<file path="src/rtl/mm_pkg.sv">
// Shared types and helpers for the matrix-engine tiling sequencer.
package mm_pkg;

    typedef enum logic [1:0] {
        ST_IDLE,
        ST_SETUP,
        ST_ISSUE,
        ST_DONE
    } mm_state_t;

    // Integer log2, used to derive the tile shift amount from N.
    function automatic int unsigned log2_of(input int unsigned n);
        int unsigned r;
        r = 0;
        for (int unsigned v = n; v > 1; v = v >> 1) begin
            r = r + 1;
        end
        return r;
    endfunction

endpackage

</file>
<file path="src/rtl/mm_tile_controller_issuer.sv">
// One instruction stream: walks W inner tiles O times, presenting each on a
// registered valid/ready port with the address stepping by a fixed stride.
module instruction_issuer #(
    parameter int unsigned ADDRESS_BITS = 64,
    parameter int unsigned LENGTH_BITS  = 13,
    parameter int unsigned COUNT_BITS   = 11
) (
    input  logic                    clk,
    input  logic                    reset,
    input  logic                    start,
    input  logic [ADDRESS_BITS-1:0] base,
    input  logic [ADDRESS_BITS-1:0] stride,
    input  logic [LENGTH_BITS-1:0]  length,
    input  logic [COUNT_BITS-1:0]   repeats,
    input  logic [COUNT_BITS-1:0]   wrap_count,
    input  logic [COUNT_BITS-1:0]   outer_count,
    output logic                    instruction_valid,
    input  logic                    instruction_ready,
    output logic [ADDRESS_BITS-1:0] inst_address,
    output logic [LENGTH_BITS-1:0]  inst_length,
    output logic [COUNT_BITS-1:0]   inst_repeats,
    output logic                    finished,
    output logic                    last_fire
);

    localparam logic [COUNT_BITS-1:0] ONE = COUNT_BITS'(1);

    logic [ADDRESS_BITS-1:0] base_q;
    logic [ADDRESS_BITS-1:0] stride_q;
    logic [COUNT_BITS-1:0]   wrap_q;
    logic [COUNT_BITS-1:0]   outer_count_q;
    logic [COUNT_BITS-1:0]   inner_q;
    logic [COUNT_BITS-1:0]   outer_q;

    logic fire;
    logic inner_last;
    logic outer_last;

    assign fire       = instruction_valid && instruction_ready;
    assign inner_last = (inner_q == (wrap_q - ONE));
    assign outer_last = (outer_q == (outer_count_q - ONE));
    assign last_fire  = fire && inner_last && outer_last;

    always_ff @(posedge clk or negedge reset) begin
        if (!reset) begin
            base_q            <= '0;
            stride_q          <= '0;
            wrap_q            <= '0;
            outer_count_q     <= '0;
            inner_q           <= '0;
            outer_q           <= '0;
            instruction_valid <= 1'b0;
            inst_address      <= '0;
            inst_length       <= '0;
            inst_repeats      <= '0;
            finished          <= 1'b0;
        end else if (start) begin
            base_q            <= base;
            stride_q          <= stride;
            wrap_q            <= wrap_count;
            outer_count_q     <= outer_count;
            inner_q           <= '0;
            outer_q           <= '0;
            instruction_valid <= 1'b1;
            inst_address      <= base;
            inst_length       <= length;
            inst_repeats      <= repeats;
            finished          <= 1'b0;
        end else if (fire) begin
            if (inner_last) begin
                // Address rewinds to base at every inner wrap.
                inner_q      <= '0;
                inst_address <= base_q;
                if (outer_last) begin
                    instruction_valid <= 1'b0;
                    finished          <= 1'b1;
                end else begin
                    outer_q <= outer_q + ONE;
                end
            end else begin
                inner_q      <= inner_q + ONE;
                inst_address <= inst_address + stride_q;
            end
        end
    end

endmodule

</file>
<file path="src/rtl/mm_tile_controller.sv">
// Tiling sequencer: splits C = A*B into NxN output tiles and drives the
// A-side and B-side memory_buffer instruction ports.
module mm_tile_controller
    import mm_pkg::*;
#(
    parameter int unsigned N                    = 4,
    parameter int unsigned MEMORY_ADDRESS_BITS  = 64,
    parameter int unsigned MAX_MATRIX_LENGTH    = 4096,
    parameter int unsigned COUNTER_BITS         = $clog2(MAX_MATRIX_LENGTH + 1),
    parameter int unsigned REPEATS_COUNTER_BITS = $clog2(MAX_MATRIX_LENGTH / N + 1)
) (
    input  logic                            clk,
    input  logic                            reset,
    input  logic                            job_valid,
    output logic                            job_ready,
    input  logic [MEMORY_ADDRESS_BITS-1:0]  job_a_address,
    input  logic [MEMORY_ADDRESS_BITS-1:0]  job_b_address,
    input  logic [COUNTER_BITS-1:0]         job_rows,
    input  logic [COUNTER_BITS-1:0]         job_cols,
    input  logic [COUNTER_BITS-1:0]         job_length,
    output logic                            a_instruction_valid,
    input  logic                            a_instruction_ready,
    output logic [MEMORY_ADDRESS_BITS-1:0]  a_address,
    output logic [COUNTER_BITS-1:0]         a_length,
    output logic [REPEATS_COUNTER_BITS-1:0] a_repeats,
    output logic                            b_instruction_valid,
    input  logic                            b_instruction_ready,
    output logic [MEMORY_ADDRESS_BITS-1:0]  b_address,
    output logic [COUNTER_BITS-1:0]         b_length,
    output logic [REPEATS_COUNTER_BITS-1:0] b_repeats,
    output logic                            job_done
);

    localparam int unsigned LOG2_N = log2_of(N);

    generate
        if (N == 0 || (N & (N - 1)) != 0) begin : g_n_check
            $error("mm_tile_controller: N must be a power of two");
        end
    endgenerate

    mm_state_t state_q, state_d;

    logic [MEMORY_ADDRESS_BITS-1:0]  a_base_q, b_base_q;
    logic [COUNTER_BITS-1:0]         rows_q, cols_q, length_q;

    logic [REPEATS_COUNTER_BITS-1:0] tiles_r, tiles_c;
    logic [MEMORY_ADDRESS_BITS-1:0]  stride;
    logic                            zero_job;
    logic                            start;

    logic a_finished, a_last_fire;
    logic b_finished, b_last_fire;

    assign tiles_r  = REPEATS_COUNTER_BITS'(rows_q >> LOG2_N);
    assign tiles_c  = REPEATS_COUNTER_BITS'(cols_q >> LOG2_N);
    assign stride   = MEMORY_ADDRESS_BITS'(length_q) << LOG2_N;
    assign zero_job = (tiles_r == '0) || (tiles_c == '0) || (length_q == '0);

    always_comb begin
        state_d = state_q;
        start   = 1'b0;
        case (state_q)
            ST_IDLE: begin
                if (job_valid) begin
                    state_d = ST_SETUP;
                end
            end
            ST_SETUP: begin
                if (zero_job) begin
                    state_d = ST_DONE;
                end else begin
                    state_d = ST_ISSUE;
                    start   = 1'b1;
                end
            end
            ST_ISSUE: begin
                // Leave on the edge of the final handshake so job_done lines up with it.
                if ((a_finished || a_last_fire) && (b_finished || b_last_fire)) begin
                    state_d = ST_DONE;
                end
            end
            ST_DONE: begin
                state_d = ST_IDLE;
            end
            default: begin
                state_d = ST_IDLE;
            end
        endcase
    end

    always_ff @(posedge clk or negedge reset) begin
        if (!reset) begin
            state_q   <= ST_IDLE;
            job_ready <= 1'b1;
            job_done  <= 1'b0;
            a_base_q  <= '0;
            b_base_q  <= '0;
            rows_q    <= '0;
            cols_q    <= '0;
            length_q  <= '0;
        end else begin
            state_q   <= state_d;
            job_ready <= (state_d == ST_IDLE);
            job_done  <= (state_d == ST_DONE);
            if (state_q == ST_IDLE && job_valid) begin
                a_base_q <= job_a_address;
                b_base_q <= job_b_address;
                rows_q   <= job_rows;
                cols_q   <= job_cols;
                length_q <= job_length;
            end
        end
    end

    instruction_issuer #(
        .ADDRESS_BITS (MEMORY_ADDRESS_BITS),
        .LENGTH_BITS  (COUNTER_BITS),
        .COUNT_BITS   (REPEATS_COUNTER_BITS)
    ) u_a_issuer (
        .clk               (clk),
        .reset             (reset),
        .start             (start),
        .base              (a_base_q),
        .stride            (stride),
        .length            (length_q),
        .repeats           (tiles_c),
        .wrap_count        (tiles_r),
        .outer_count       (REPEATS_COUNTER_BITS'(1)),
        .instruction_valid (a_instruction_valid),
        .instruction_ready (a_instruction_ready),
        .inst_address      (a_address),
        .inst_length       (a_length),
        .inst_repeats      (a_repeats),
        .finished          (a_finished),
        .last_fire         (a_last_fire)
    );

    instruction_issuer #(
        .ADDRESS_BITS (MEMORY_ADDRESS_BITS),
        .LENGTH_BITS  (COUNTER_BITS),
        .COUNT_BITS   (REPEATS_COUNTER_BITS)
    ) u_b_issuer (
        .clk               (clk),
        .reset             (reset),
        .start             (start),
        .base              (b_base_q),
        .stride            (stride),
        .length            (length_q),
        .repeats           (REPEATS_COUNTER_BITS'(1)),
        .wrap_count        (tiles_c),
        .outer_count       (tiles_r),
        .instruction_valid (b_instruction_valid),
        .instruction_ready (b_instruction_ready),
        .inst_address      (b_address),
        .inst_length       (b_length),
        .inst_repeats      (b_repeats),
        .finished          (b_finished),
        .last_fire         (b_last_fire)
    );

endmodule

</file>
<file path="config.mk">
export PLATFORM = sky130hd
export DESIGN_NAME = mm_tile_controller
export DESIGN_NICKNAME = d
export VERILOG_FILES = /design/src/rtl/mm_pkg.sv /design/src/rtl/mm_tile_controller_issuer.sv /design/src/rtl/mm_tile_controller.sv
export SDC_FILE = /design/constraint.sdc
export NUM_CORES = 1
export LEC_CHECK = 0
export CAP_MARGIN = 10
export CORE_MARGIN = 5
export CORE_UTILIZATION = 39
export CTS_BUF_LIST = sky130_fd_sc_hd__clkbuf_4
export DETAILED_ROUTE_END_ITERATION = 7
export SYNTH_ARGS = -nofsm -noshare
export SYNTH_HDL_FRONTEND = slang
export SYNTH_SLANG_ARGS = --single-unit
export TNS_END_PERCENT = 5
</file>
<file path="constraint.sdc">
create_clock -name clk -period 6.05 [get_ports clk]
set_input_delay 1.21 -clock clk [delete_from_list [all_inputs] [get_ports clk]]
set_output_delay 1.21 -clock clk [all_outputs]
set_load 0.05 [all_outputs]
</file>
==> metrics.txt <==
CP startpoint kind=flip-flop; most frequent standard cell in the layout excluding fill and tap cells=nand2_1; buffer cell driving the clock tree root=clkbuf_4; worst setup path class=flip-flop to flip-flop; maximum number of pins on one net before global-route repair=around 140; Final setup violation count=0; most frequent cells in the layout=nand2_1 (591), dfrtp_1 (506), clkdlybuf4s50_1 (336), clkbuf_4 (222), mux2_2 (164); status=finished, final reports clean; count of pins over their slew limit=0; number of max-cap violations=0; CTS Buf Count=147; Seq cells post-synth=between 500 and 600; Detailed Route Iter0 Violations=about 1800; first-pass GRT wire length=128500 um; routed len/inst=approximately 20 um; worst min path class=input port to async pin; crit-path max FO=35; maximum resistive drop on vdd=slightly above 0.0004 V; via count=~22000; top flip-flop cell by instance count after synthesis=dfrtp_1; placed wire-length estimate after detailed placement=54590 um; placeable core region=65860 um^2; slowest cell delay on critical path=between 0.8 and 0.9 ns; total power density per cell area=about 570 nW/um^2; static leakage power=around 14 nW; count of buffer and inverter cells on the critical path=1; DIE AREA=a little over 70000 um^2; area of combinational cells with multiple inputs=roughly 12000 um^2; via count of the first global-routing pass=around 23000; number of placed I/O pins=between 300 and 400; Die Ht=267.9 um; worst path setup slack after routing=between 1.5 and 2 ns; total negative setup slack=0 ns; first drt pass iteration count=5; Fin Clk Skew=about 0.055 ns; number of distinct library cell variants in the gate-level netlist after synthesis=between 90 and 100; DIE WIDTH=around 270 um; clock tree sinks=roughly 510; initial core utilization=0.3939; family with the most delay on the worst path=simple AND/OR/NAND/NOR gates; FMAX=about 0.23 GHz; Area Growth Syn to Fin=22.94%; Port Buf Inserts=around 340; Syn Std Cell Area=between 20000 and 30000 um^2; clock-pin slew on the worst setup and hold paths=around 0.06 ns; Routed Wire Length=about 82000 um; clock network latency to the later pin of the worst-skew pair=~1 ns; maximum level of the CTS H-tree=4; fraction of registers with async set/reset=1.000; gp weighted congestion=approximately 0.90; clock tree buffer depth=3; Seq/Total Area, Yosys=0.4891; DRT antenna net count=0; Crit path arrival time=roughly 5.3 ns; post-detailed-route DRC marker count=0; CP Capture Type=flip-flop; global-route total usage across every layer=0.2245; antenna violations before repair=7; post-DR vias/cell=around 5.5; FF+latch area=between 10000 and 15000 um^2; number of synthesized flops with an enable pin=0; power consumption=roughly 18 mW; # hold bufs at CTS=0; # rows=94; critical path's slowest cell=nand2_1; mean instance size in the synthesized netlist=between 9 and 10 um^2; share of layout cells above drive strength 1=0.1487; pre-CTS worst setup slack=roughly 1.6 ns; Final Critical Period=4.442 ns; clock tree from TritonCTS=built; net count of the finished layout=3268; actual transition at the worst max-transition pin=approximately 1.1 ns; setup repair after global routing missed its margin=no; Worst Path Required=around 7 ns; final design utilization=0.4843; Fillers=between 6000 and 7000; relative slew slack=0.2294; Post-CTS Setup Repair Bufs=0; residual overflow from global routing=0; cells after synthesis=2710; total number of yosys warnings=0; cell-by-cell trace of the critical path=inv_1 > ha_1 > or3b_2 > nor3_1 > xnor2_1 > nor4b_4 > nand3_2 > nand2_1 > o21ai_0 > a21o_1; number of failing hold endpoints at the final stage=0; share of the clock period used by the worst path=0.7343; cts repair resizes=0
[cell usage after synthesis, types with 4 or more instances]
cell	count	share of area
a211oi_1	18	0.0052
a21o_1	19	0.0055
a21oi_1	134	0.026
a221o_1	16	0.0062
a22oi_1	12	0.0035
a31oi_1	14	0.0034
a32oi_1	4	0.0014
and2_1	21	0.0051
and3_1	69	0.017
and4_1	10	0.0034
buf_1	8	0.0012
buf_2	19	0.0037
buf_4	24	0.0069
buf_6	5	0.0022
clkbuf_1	122	0.018
dfrtp_1	506	0.49
ha_1	36	0.017
inv_1	34	0.0049
mux2_2	164	0.071
mux2i_1	20	0.0077
nand2_1	594	0.086
nand2b_1	22	0.0053
nand3_1	75	0.014
nand3b_1	5	0.0014
nand4_1	54	0.013
nand4b_1	6	0.0020
nor2_1	111	0.016
nor2b_1	8	0.0019
nor3_1	61	0.012
nor3b_1	9	0.0026
nor4_1	25	0.0060
o211ai_1	50	0.014
o21a_1	13	0.0038
o21ai_0	132	0.025
o21bai_1	8	0.0023
o221ai_1	24	0.0081
o2bb2ai_1	5	0.0017
o31a_1	7	0.0024
o31ai_1	13	0.0038
or3_1	31	0.0075
or4_1	10	0.0029
xnor2_1	67	0.023
xor2_1	51	0.017
[metal layers]
metal	vias up	share of wire	global-route usage
li1	10360	-	-
met1	11120	0.44	0.3102
met2	744	0.46	0.3469
met3	146	0.070	0.05860
met4	6	0.026	0.07520
met5	-	0.00042	0
[registers in the layout (all words and copies together) (netlist names)]
signal,count
u_b_issuer.outer_q,11
rows_q,11
u_b_issuer.base_q,64
u_b_issuer.instruction_valid,1
u_a_issuer.base_q,64
u_a_issuer.outer_q,11
u_a_issuer.inst_address,64
length_q,13
cols_q,11
u_a_issuer.outer_count_q,1
u_b_issuer.inner_q,11
b_base_q,64
u_a_issuer.wrap_q,11
u_a_issuer.finished,1
u_a_issuer.instruction_valid,1
u_a_issuer.inst_repeats,11
u_b_issuer.inst_address,64
u_a_issuer.inner_q,11
job_ready,1
a_base_q,64
job_done,1
u_b_issuer.finished,1
u_a_issuer.inst_length,13
state_q,2
[final cells by class]
| cell class | instances | area share |
|---|---|---|
| flip-flops and latches | 507 | 0.3978 |
| clock inverters | 43 | 0.007964 |
| inverters | 34 | 0.004001 |
| repair buffers | 371 | 0.1163 |
| diodes | 3 | 0.0002354 |
| clock buffers | 222 | 0.05225 |
| well taps | 864 | 0.03389 |
| multi-input cells | 1997 | 0.3875 |
[stage by stage]
step | hold slack, ns | instance area (um^2) | cells
after floorplan | 0.4371 | 25980 | 2719
after global placement | 0.4490 | 29970 | 3773
after detailed placement | 0.4533 | 29970 | 3773
after CTS | 0.2192 | 31890 | 4038
after global routing | 0.2655 | 31890 | 4039
final | 0.2976 | 31890 | 4041
[worst paths after layout]
path | from | to | slack (ns) | cells past startpoint
worst max register to register | u_a_issuer.wrap_q[0] | u_a_issuer.inner_q[4] | 1.61 | 10
worst min-delay path | reset | length_q[1] | 0.30 | 1
worst max-delay path | u_a_issuer.wrap_q[0] | u_a_issuer.inner_q[4] | 1.61 | 10
max in group asynchronous | reset | u_a_issuer.base_q[59] | 4.50 | 2
worst min register to register | u_b_issuer.base_q[27] | u_b_issuer.base_q[27] | 0.46 | 2
min in group clk | u_b_issuer.base_q[27] | u_b_issuer.base_q[27] | 0.46 | 2
[logic make-up after synthesis]
group           after synthesis  synth area share
other cells                   1         0.0001445
simple gates               1135            0.2064
buf+inv                     215           0.03752
xor+xnor                    119           0.04070
fa+ha+maj                    38           0.01891
mux                         184           0.07890
compound gates              511            0.1283
flops                       507            0.4891
[report_power, final]
group	total [mW]	switching, mW	internal (mW)
combinational	8.42	5.12	3.30
clock	3.33	1.53	1.80
sequential	6.46	1.55	4.91
total	18.2	8.19	10.0
(Power assumes the default switching activity.)
